<file path="src/rtl/uart_pkg.sv">
// Shared types and default parameter values for the UART core.
// Build option: define UART_PARITY_EN to add a parity bit after the data bits.
package uart_pkg;

    localparam int DEF_DATA_W       = 8;
    localparam int DEF_CLKS_PER_BIT = 16;
    localparam int DEF_STOP_BITS    = 1;
    localparam int DEF_PARITY_ODD   = 0;

`ifdef UART_PARITY_EN
    typedef enum logic [2:0] {TX_IDLE, TX_START, TX_DATA, TX_PARITY, TX_STOP} tx_state_t;
    typedef enum logic [2:0] {RX_IDLE, RX_START, RX_DATA, RX_PARITY, RX_STOP} rx_state_t;
`else
    typedef enum logic [2:0] {TX_IDLE, TX_START, TX_DATA, TX_STOP} tx_state_t;
    typedef enum logic [2:0] {RX_IDLE, RX_START, RX_DATA, RX_STOP} rx_state_t;
`endif

endpackage

</file>
<file path="src/rtl/uart_sync2.sv">
// Two-flop synchroniser for the asynchronous serial input; resets to line idle (1).
module uart_sync2 (
    input  logic clk,
    input  logic rst,
    input  logic d,
    output logic q
);

    logic meta_reg;
    logic sync_reg;

    // Shift the raw input through two flops to settle metastability.
    always_ff @(posedge clk or posedge rst) begin
        if (rst) begin
            meta_reg <= 1'b1;
            sync_reg <= 1'b1;
        end else begin
            meta_reg <= d;
            sync_reg <= meta_reg;
        end
    end

    assign q = sync_reg;

endmodule

</file>
<file path="src/rtl/uart_core.sv">
// UART transmitter and receiver with internal loopback.
// Build option: define UART_PARITY_EN to send and check a parity bit
// (sense chosen by PARITY_ODD); otherwise frames are start + data + stop.
module uart_core
    import uart_pkg::*;
#(
    parameter int DATA_W       = DEF_DATA_W,
    parameter int CLKS_PER_BIT = DEF_CLKS_PER_BIT,
    parameter int STOP_BITS    = DEF_STOP_BITS,
    parameter int PARITY_ODD   = DEF_PARITY_ODD
) (
    input  logic              clk,
    input  logic              rst,
    input  logic              loopback,
    input  logic              tx_start,
    input  logic [DATA_W-1:0] tx_data,
    output logic              tx,
    output logic              tx_busy,
    input  logic              rx,
    output logic [DATA_W-1:0] rx_data,
    output logic              rx_done,
    output logic              rx_err
);

    localparam int CW = $clog2(CLKS_PER_BIT);
    localparam int BW = $clog2(DATA_W);
    localparam logic [CW-1:0] CNT_LAST = CW'(CLKS_PER_BIT - 1);
    localparam logic [CW-1:0] CNT_HALF = CW'(CLKS_PER_BIT / 2 - 1);
    localparam logic [BW-1:0] BIT_LAST = BW'(DATA_W - 1);

    // Elaboration-time guards on parameter legality.
    if (DATA_W < 5 || DATA_W > 9) begin : g_bad_data_w
        $error("uart_core: DATA_W must be 5..9");
    end
    if (CLKS_PER_BIT < 4 || (CLKS_PER_BIT % 2) != 0) begin : g_bad_clks
        $error("uart_core: CLKS_PER_BIT must be even and >= 4");
    end
    if (STOP_BITS < 1 || STOP_BITS > 2) begin : g_bad_stop
        $error("uart_core: STOP_BITS must be 1 or 2");
    end
    if (PARITY_ODD < 0 || PARITY_ODD > 1) begin : g_bad_parity
        $error("uart_core: PARITY_ODD must be 0 or 1");
    end

    // ------------------------------------------------------------------
    // Transmitter
    // ------------------------------------------------------------------
    tx_state_t         tx_state_reg, tx_state_next;
    logic [CW-1:0]     tx_cnt_reg, tx_cnt_next;
    logic [BW-1:0]     tx_bit_reg, tx_bit_next;
    logic [DATA_W-1:0] tx_shift_reg, tx_shift_next;
    logic              tx_stop_reg, tx_stop_next;
    logic              tx_line;
`ifdef UART_PARITY_EN
    logic              tx_par_reg, tx_par_next;
`endif

    // TX state and datapath registers.
    always_ff @(posedge clk or posedge rst) begin
        if (rst) begin
            tx_state_reg <= TX_IDLE;
            tx_cnt_reg   <= '0;
            tx_bit_reg   <= '0;
            tx_shift_reg <= '0;
            tx_stop_reg  <= 1'b0;
`ifdef UART_PARITY_EN
            tx_par_reg   <= 1'b0;
`endif
        end else begin
            tx_state_reg <= tx_state_next;
            tx_cnt_reg   <= tx_cnt_next;
            tx_bit_reg   <= tx_bit_next;
            tx_shift_reg <= tx_shift_next;
            tx_stop_reg  <= tx_stop_next;
`ifdef UART_PARITY_EN
            tx_par_reg   <= tx_par_next;
`endif
        end
    end

    // TX next-state logic and serial line decode; each bit lasts CLKS_PER_BIT cycles.
    always_comb begin
        tx_state_next = tx_state_reg;
        tx_cnt_next   = tx_cnt_reg;
        tx_bit_next   = tx_bit_reg;
        tx_shift_next = tx_shift_reg;
        tx_stop_next  = tx_stop_reg;
`ifdef UART_PARITY_EN
        tx_par_next   = tx_par_reg;
`endif
        tx_line       = 1'b1;
        case (tx_state_reg)
            TX_IDLE: begin
                if (tx_start) begin
                    tx_shift_next = tx_data;
`ifdef UART_PARITY_EN
                    tx_par_next   = (^tx_data) ^ 1'(PARITY_ODD);
`endif
                    tx_cnt_next   = '0;
                    tx_state_next = TX_START;
                end
            end
            TX_START: begin
                tx_line = 1'b0;
                if (tx_cnt_reg == CNT_LAST) begin
                    tx_cnt_next   = '0;
                    tx_bit_next   = '0;
                    tx_state_next = TX_DATA;
                end else begin
                    tx_cnt_next = tx_cnt_reg + 1'b1;
                end
            end
            TX_DATA: begin
                tx_line = tx_shift_reg[0];
                if (tx_cnt_reg == CNT_LAST) begin
                    tx_cnt_next   = '0;
                    tx_shift_next = tx_shift_reg >> 1;
                    if (tx_bit_reg == BIT_LAST) begin
                        tx_stop_next  = 1'b0;
`ifdef UART_PARITY_EN
                        tx_state_next = TX_PARITY;
`else
                        tx_state_next = TX_STOP;
`endif
                    end else begin
                        tx_bit_next = tx_bit_reg + 1'b1;
                    end
                end else begin
                    tx_cnt_next = tx_cnt_reg + 1'b1;
                end
            end
`ifdef UART_PARITY_EN
            TX_PARITY: begin
                tx_line = tx_par_reg;
                if (tx_cnt_reg == CNT_LAST) begin
                    tx_cnt_next   = '0;
                    tx_state_next = TX_STOP;
                end else begin
                    tx_cnt_next = tx_cnt_reg + 1'b1;
                end
            end
`endif
            TX_STOP: begin
                tx_line = 1'b1;
                if (tx_cnt_reg == CNT_LAST) begin
                    tx_cnt_next = '0;
                    if (STOP_BITS == 1 || tx_stop_reg) begin
                        tx_state_next = TX_IDLE;
                    end else begin
                        tx_stop_next = 1'b1;
                    end
                end else begin
                    tx_cnt_next = tx_cnt_reg + 1'b1;
                end
            end
            default: tx_state_next = TX_IDLE;
        endcase
    end

    // The external pin parks high while the frame is routed internally.
    assign tx      = tx_line | loopback;
    assign tx_busy = (tx_state_reg != TX_IDLE);

    // ------------------------------------------------------------------
    // Receiver
    // ------------------------------------------------------------------
    logic              rx_sync;
    logic              rx_line;
    rx_state_t         rx_state_reg, rx_state_next;
    logic [CW-1:0]     rx_cnt_reg, rx_cnt_next;
    logic [BW-1:0]     rx_bit_reg, rx_bit_next;
    logic [DATA_W-1:0] rx_shift_reg, rx_shift_next;
    logic [DATA_W-1:0] rx_data_reg, rx_data_next;
    logic              rx_done_reg, rx_done_next;
    logic              rx_err_reg, rx_err_next;
    logic              rx_prev_reg;
    logic              rx_par_err;
`ifdef UART_PARITY_EN
    logic              rx_par_err_reg, rx_par_err_next;
`endif

    uart_sync2 u_sync (
        .clk (clk),
        .rst (rst),
        .d   (rx),
        .q   (rx_sync)
    );

    // Loopback takes the internal TX line directly; it is already synchronous.
    assign rx_line = loopback ? tx_line : rx_sync;

`ifdef UART_PARITY_EN
    assign rx_par_err = rx_par_err_reg;
`else
    assign rx_par_err = 1'b0;
`endif

    // RX state, datapath and previous-line registers.
    always_ff @(posedge clk or posedge rst) begin
        if (rst) begin
            rx_state_reg <= RX_IDLE;
            rx_cnt_reg   <= '0;
            rx_bit_reg   <= '0;
            rx_shift_reg <= '0;
            rx_data_reg  <= '0;
            rx_done_reg  <= 1'b0;
            rx_err_reg   <= 1'b0;
            rx_prev_reg  <= 1'b1;
`ifdef UART_PARITY_EN
            rx_par_err_reg <= 1'b0;
`endif
        end else begin
            rx_state_reg <= rx_state_next;
            rx_cnt_reg   <= rx_cnt_next;
            rx_bit_reg   <= rx_bit_next;
            rx_shift_reg <= rx_shift_next;
            rx_data_reg  <= rx_data_next;
            rx_done_reg  <= rx_done_next;
            rx_err_reg   <= rx_err_next;
            rx_prev_reg  <= rx_line;
`ifdef UART_PARITY_EN
            rx_par_err_reg <= rx_par_err_next;
`endif
        end
    end

    // RX next-state logic: half a bit to the start centre, then whole bits to each centre.
    always_comb begin
        rx_state_next = rx_state_reg;
        rx_cnt_next   = rx_cnt_reg;
        rx_bit_next   = rx_bit_reg;
        rx_shift_next = rx_shift_reg;
        rx_data_next  = rx_data_reg;
        rx_done_next  = 1'b0;
        rx_err_next   = rx_err_reg;
`ifdef UART_PARITY_EN
        rx_par_err_next = rx_par_err_reg;
`endif
        case (rx_state_reg)
            RX_IDLE: begin
                if (rx_prev_reg && !rx_line) begin
                    rx_cnt_next   = '0;
                    rx_state_next = RX_START;
                end
            end
            RX_START: begin
                if (rx_cnt_reg == CNT_HALF) begin
                    rx_cnt_next = '0;
                    rx_bit_next = '0;
                    // A high line at the start centre was only a glitch.
                    rx_state_next = rx_line ? RX_IDLE : RX_DATA;
                end else begin
                    rx_cnt_next = rx_cnt_reg + 1'b1;
                end
            end
            RX_DATA: begin
                if (rx_cnt_reg == CNT_LAST) begin
                    rx_cnt_next   = '0;
                    rx_shift_next = {rx_line, rx_shift_reg[DATA_W-1:1]};
                    if (rx_bit_reg == BIT_LAST) begin
`ifdef UART_PARITY_EN
                        rx_state_next = RX_PARITY;
`else
                        rx_state_next = RX_STOP;
`endif
                    end else begin
                        rx_bit_next = rx_bit_reg + 1'b1;
                    end
                end else begin
                    rx_cnt_next = rx_cnt_reg + 1'b1;
                end
            end
`ifdef UART_PARITY_EN
            RX_PARITY: begin
                if (rx_cnt_reg == CNT_LAST) begin
                    rx_cnt_next     = '0;
                    rx_par_err_next = rx_line ^ (^rx_shift_reg) ^ 1'(PARITY_ODD);
                    rx_state_next   = RX_STOP;
                end else begin
                    rx_cnt_next = rx_cnt_reg + 1'b1;
                end
            end
`endif
            RX_STOP: begin
                if (rx_cnt_reg == CNT_LAST) begin
                    rx_cnt_next   = '0;
                    rx_data_next  = rx_shift_reg;
                    rx_done_next  = 1'b1;
                    rx_err_next   = ~rx_line | rx_par_err;
                    rx_state_next = RX_IDLE;
                end else begin
                    rx_cnt_next = rx_cnt_reg + 1'b1;
                end
            end
            default: rx_state_next = RX_IDLE;
        endcase
    end

    assign rx_data = rx_data_reg;
    assign rx_done = rx_done_reg;
    assign rx_err  = rx_err_reg;

endmodule

</file>
<file path="config.mk">
export PLATFORM = sky130hd
export DESIGN_NAME = uart_core
export DESIGN_NICKNAME = d
export VERILOG_FILES = /design/src/rtl/uart_pkg.sv /design/src/rtl/uart_sync2.sv /design/src/rtl/uart_core.sv
export SDC_FILE = /design/constraint.sdc
export NUM_CORES = 1
export LEC_CHECK = 0
export CORE_UTILIZATION = 31
export CTS_BUF_LIST = sky130_fd_sc_hd__clkbuf_8
export DETAILED_ROUTE_END_ITERATION = 6
export GPL_ROUTABILITY_DRIVEN = 0
export HOLD_SLACK_MARGIN = 0.02
export PLACE_DENSITY = 0.46
export SLEW_MARGIN = 20
export SYNTH_ARGS = -nofsm -noshare
export SYNTH_HDL_FRONTEND = slang
export SYNTH_SLANG_ARGS = --single-unit
</file>
<file path="constraint.sdc">
create_clock -name clk -period 2.5 [get_ports clk]
set_input_delay 0.375 -clock clk [delete_from_list [all_inputs] [get_ports clk]]
set_output_delay 0.375 -clock clk [all_outputs]
set_load 0.005 [all_outputs]
</file>
==> results.cfg, run 1 <==
[run_status]
status = completed

[hold_path]
min_path_type = input pin to async pin

[global_routing]
grt_max_degree = 22
grt_pass1_wl_um = 7872
antenna_found_initial = 0
grt_pass1_vias = 1593
grt-ovfl-total = 0
track_usage_pct = 12.08

[logic_synthesis]
synth_top_family_by_area = multiplexers
synth_most_common_cell = dfrtp_1
ys_warn_count = 0
netlist_area_um2 = 2414
synth_compound_area_share_pct = 13.89
syn_inst = 204
syn_area_per_cell_um2 = 11.83
ys_ff_latch = 47
synthTopCellsByCount = dfrtp_1, mux2_2, inv_1
async_flop_share_pct = 100.0
synthXorXnorAreaFrac_pct = 0.7258
synth-edff-count = 0
yosysUniqueCellTypes = 54
synth_top_cell_area_share_pct = 45.62
yosys.area.top_type = dfrtp_1
ys_seq_area_share_pct = 48.89
synth_ff_type = dfrtp_1
syn_nets = 227
muxShareOfSynthArea_pct = 15.45
synth-adder-area-share_pct = 5.184
synthTopCellsByArea = dfrtp_1, mux2_2, ha_1, dfstp_2, o21ai_0
yosys.area_share.simple_pct = 12.03

[clock_tree]
htree_levels = 2
cts-root-buf = clkbuf_8
cts_max_path_buffers = 2
cts.clk_slew.worst_paths_ns = 0.09
cts_tree = yes
insertion_delay_ns = 0.30
post-cts-setup-buffers = 0
numCtsBuffers = 5
cts_sinks = 47

[floorplanning]
row_count = 31
die_area_um2 = 8142
die_h_um = 90.24
core_area_um2 = 7370
start_util_pct = 32.75
io_pins = 25
die_w_um = 90.24

[sta]
skew_ns = 0.006896
grt_setup_unrepaired = no
tightest_slew_ns = 0.4395
timing.fmax_mhz = 431.1
hold_viol_final = 0
finalSetupViolations = 0
finalCritPeriodShare_pct = 92.78
drv_slew = 0
slew_headroom_pct = 70.61
fin_setup_tns_ns = 0
period_minus_slack_ns = 2.319

[detailed_routing]
drt_pre_antenna_iters = 4
drtIter0Drc = 67
drcViolationCount = 0
route.antenna.remaining_nets = 0
wire_per_inst_um = 13.50
vias_per_cell = 4.873
wirelength_um = 4456
vias = 1608

[placement]
postPlaceCellArea_um2 = 2768
io_buffers = 24
hpwl_um = 3128

[layout]
final_area_um2 = 2863
area_growth_pct = 18.61
drive_above_1_share_pct = 24.68
nets = 253
diodes = 0

[power_and_ir_drop]
power.leakage_uw = 0.001238
powerDensity_nw_per_um2 = 949.8
max-vdd-ir-drop_v = 0.0003834
p_total_uw = 2719

[worst_setup_path]
crit_type = flip-flop to output port
cp_max_fo = 8
start_kind = flip-flop
required_ns = 2.12
arrival_ns = 1.94
end_kind = output port

[flow_run]
cap_violations = 0
==> where the power goes <==
group	switching (uW)	total, uW	internal [uW]	leakage, uW
clock	275	475	200	0.0000408
sequential	204	1160	955	0.000602
combinational	498	1080	586	0.000595
==> layer usage <==
metal  track usage [%]  share of wire, %  vias up
met5                 0                 0        -
met3             2.707               2.6        6
met1             17.73                53      789
met4             4.839               1.7        0
li1                  -                 -      793
met2             16.98                43       20
==> through the flow <==
step | hold slack (ns) | utilization (%) | instances | worst slack, ns
floorplan | 0.3452 | - | 204 | 0.7380
global placement | 0.3460 | 37.56 | 322 | 0.4099
detailed placement | 0.3476 | 37.56 | 322 | 0.3448
CTS | 0.2591 | 38.81 | 330 | 0.08128
global route | 0.3068 | 38.85 | 330 | 0.05122
finish | 0.2705 | 38.85 | 330 | 0.1805
==> kinds of logic after synthesis <==
logic type | after synthesis
compound gates | 45
flops | 47
mux | 33
fa+ha+maj | 10
simple gates | 44
xor+xnor | 2
buf+inv | 23
==> what timing repair did <==
action                                  CTS  global route
endpoints found under the setup margin    0             1
hold buffers                              0             0
resized for setup                         0             1
==> worst paths after layout <==
| check | startpoint | to | slack, ns | cells past startpoint |
|---|---|---|---|---|
| worst max-delay path | tx_state_reg[0]$_DFFE_PP0P_ | tx | 0.18 | 5 |
| worst min-delay path | rst | rx_data[5]$_DFFE_PP0P_ | 0.27 | 2 |
| worst max register to register | tx_state_reg[0]$_DFFE_PP0P_ | tx_shift_reg[5]$_DFFE_PP0P_ | 0.45 | 6 |
| worst min register to register | u_sync.meta_reg$_DFF_PP1_ | u_sync.q$_DFF_PP1_ | 0.36 | 0 |
| max in group asynchronous | rst | rx_prev_reg$_DFF_PP1_ | 1.69 | 3 |
| min in group clk | u_sync.meta_reg$_DFF_PP1_ | u_sync.q$_DFF_PP1_ | 0.36 | 0 |
==> area by class of cell <==
| cell class | instances | area [um2] |
|---|---|---|
| well taps | 99 | 123.9 |
| clock buffers | 5 | 68.82 |
| flip-flops and latches | 47 | 1180 |
| inverters | 14 | 52.55 |
| multi-input cells | 134 | 1144 |
| fillers | 731 | 4507 |
| repair buffers | 28 | 270.3 |
| clock inverters | 3 | 23.77 |
==> placed cells by master (no fill, tap or decap), types with 2 or more instances in the layout <==
cell	Yosys	routed
a21o_1	3	3
a21oi_1	4	4
a22o_1	4	4
a31oi_1	3	3
a32o_1	2	2
and2_1	2	2
buf_4	0	4
clkbuf_8	0	5
clkdlybuf4s50_1	0	24
clkinvlp_4	0	2
dfrtp_1	44	44
dfstp_2	3	3
ha_1	10	9
inv_1	14	13
mux2_2	30	30
mux2i_1	2	2
nand2_1	8	8
nand2b_1	5	5
nand3_1	5	5
nand4_1	2	2
nand4b_1	2	2
nor2_1	3	3
nor2b_1	3	3
nor3b_1	2	2
o21ai_0	12	12
o22ai_1	2	2
xnor2_1	2	2
==> worst max-delay path: stages, from the launching register on <==
cell	delay (ns)
dfrtp_1	0.43
inv_1	0.10
ha_2	0.26
nand2b_1	0.22
a21o_1	0.14
clkdlybuf4s50_1	0.50
(Power assumes the default switching activity.)
==> inputs of run 2 (changes only) <==
--- a/config.mk
+++ b/config.mk
@@ -5,12 +5,12 @@
 export SDC_FILE = /design/constraint.sdc
 export NUM_CORES = 1
 export LEC_CHECK = 0
-export CORE_UTILIZATION = 31
+export CORE_UTILIZATION = 50
 export CTS_BUF_LIST = sky130_fd_sc_hd__clkbuf_8
 export DETAILED_ROUTE_END_ITERATION = 6
 export GPL_ROUTABILITY_DRIVEN = 0
 export HOLD_SLACK_MARGIN = 0.02
-export PLACE_DENSITY = 0.46
+export PLACE_DENSITY = 0.69
 export SLEW_MARGIN = 20
 export SYNTH_ARGS = -nofsm -noshare
 export SYNTH_HDL_FRONTEND = slang
==> run 2 against run 1 <==
Net effect: utilization rose by 24 points; fmax is 0.17% lower; sequential power is essentially flat; setup slack got worse by 0.0040 ns; flip-flop and latch count unchanged; register-to-register slack hardly changed; clock skew is 0.0070 ns higher; critical path type unchanged.
==> results.cfg, run 2 (same netlist as run 1, synthesis figures left out) <==
[power_and_ir_drop]
max-vdd-ir-drop_v = 0.0005544
power.leakage_uw = 0.001254
powerDensity_nw_per_um2 = 1004

[worst_setup_path]
r2r_cells = 6
start_kind = flip-flop
cp_max_fo = 11
r2r_slack_ns = 0.44
arrival_ns = 1.95
r2r-start = tx_state_reg[0]$_DFFE_PP0P_
required_ns = 2.12
crit_type = flip-flop to output port
timing.rr.end = tx_shift_reg[6]$_DFFE_PP0P_
cp-startpoint = tx_state_reg[0]$_DFFE_PP0P_
end_kind = output port

[detailed_routing]
top_layer_used = met4
wirelength_um = 4367
vias = 1608
vias_per_cell = 5.702
drt_pre_antenna_iters = 4
drcViolationCount = 0
wire_per_inst_um = 15.49
wl_met3_um = 88
drtIter0Drc = 60
route.antenna.remaining_nets = 0
route.met2.wl_um = 2122
wl_met1_um = 2099

[clock_tree]
insertion_delay_ns = 0.31
cts-root-buf = clkbuf_8
cts_tree = yes
numCtsBuffers = 5
cts_max_path_buffers = 2
cts.clk_slew.worst_paths_ns = 0.09
post-cts-setup-buffers = 0
htree_levels = 2
cts_sinks = 47
hold_buffers = 0

[placement]
io_buffers = 24
dp_cells = 274
dpl_worst_slack_ns = 0.3441
hpwl_um = 3088
postPlaceCellArea_um2 = 2701

[sta]
drv_slew = 0
finalWorstSetupSlack_ns = 0.1765
skew_ns = 0.01389
hold_viol_final = 0
period_minus_slack_ns = 2.323
finalCritPeriodShare_pct = 92.94
tightest_slew_ns = 0.6536
timing.fmax_mhz = 430.4
slew_headroom_pct = 56.36
fin_setup_tns_ns = 0
finalSetupViolations = 0
grt_setup_unrepaired = no

[layout]
drive_above_1_share_pct = 24.35
final_common_cell = dfrtp_1
final_area_um2 = 2825
fillCellCount = 348
area_growth_pct = 17.06
nets = 252
diodes = 0
utilization_pct = 62.72
instances_no_fill = 282
final_cell_mix = dfrtp_1, mux2_2, clkdlybuf4s50_1

[hold_path]
min_path_type = flip-flop to flip-flop
holdPathStages = 0
worstHoldStart = u_sync.meta_reg$_DFF_PP1_
hold_path_end = u_sync.q$_DFF_PP1_

[run_status]
status = completed

[global_routing]
antenna_found_initial = 0
grt_pass1_vias = 1669
track_usage_pct = 19.50
grt-ovfl-total = 0
grt_max_degree = 32
grt_pass1_wl_um = 7783

[floorplanning]
core_area_um2 = 4504
die_h_um = 71.48
io_pins = 25
die_w_um = 71.48
die_area_um2 = 5109
row_count = 24
start_util_pct = 53.58

[flow_run]
cap_violations = 0
## run 2: cell count changes in the layout (fill, tap and decap cells not counted), sizes merged
cell and delta:
clkbuf +1, buf -1, clkinvlp -2, bufinv +1
## run 2: per-stage QoR
| stage | total power [uW] | hold slack (ns) |
|---|---|---|
| after floorplan | 1999 | 0.3452 |
| after global placement | 2180 | 0.3458 |
| after detailed placement | 2261 | 0.3481 |
| after CTS | 2856 | 0.3615 |
| after global routing | 3028 | 0.3698 |
| final | 2837 | 0.3602 |
## run 2: where the power goes
group / switching [uW] / internal (uW)
Sequential: 223 / 955
Clock: 262 / 329
Combinational: 485 / 582
## run 2: worst max-delay path by stage
stage,depth (start not counted),endpoint,slack (ns)
after detailed placement,6,tx_shift_reg[2]$_DFFE_PP0P_,0.34
final,5,tx,0.18
after global routing,5,tx,0.06
after global placement,6,tx_shift_reg[0]$_DFFE_PP0P_,0.45
after floorplan,6,tx_shift_reg[0]$_DFFE_PP0P_,0.74
after CTS,5,tx,0.07
## run 2: repair_timing
action,4_1_cts,5_1_grt
gates resized for setup,0,1
hold endpoints to repair,0,0
endpoints found under the setup margin,0,1
## run 2: layout make-up
| cell class | instances | area [um2] | area share (%) |
|---|---|---|---|
| multi-input cells | 134 | 1144 | 40.48 |
| inverters | 14 | 52.55 | 1.860 |
| well taps | 52 | 65.06 | 2.303 |
| flip-flops and latches | 47 | 1180 | 41.76 |
| clock buffers | 6 | 82.58 | 2.923 |
| clock inverters | 2 | 38.79 | 1.373 |
| repair buffers | 27 | 262.8 | 9.300 |
## run 2: critical path, stage by stage (launching register included)
cell and delay [ns]:
dfrtp_1 0.42, inv_1 0.10, ha_2 0.28, nand2b_1 0.22, a21o_1 0.15, clkdlybuf4s50_1 0.49
## run 2: per-layer routing
layer | global-route usage (%) | up-vias
met1 | 26.82 | 790
met3 | 3.094 | 5
met2 | 31.01 | 19
met5 | 0 | -
met4 | 8.279 | 0
li1 | - | 794
==> inputs of run 3 (changes only) <==
--- a/config.mk
+++ b/config.mk
@@ -15,3 +15,4 @@
 export SYNTH_ARGS = -nofsm -noshare
 export SYNTH_HDL_FRONTEND = slang
 export SYNTH_SLANG_ARGS = --single-unit
+export TNS_END_PERCENT = 1
==> results of run 3 <==
No change in the layout: final DEF, timing and power equal those of run 2.
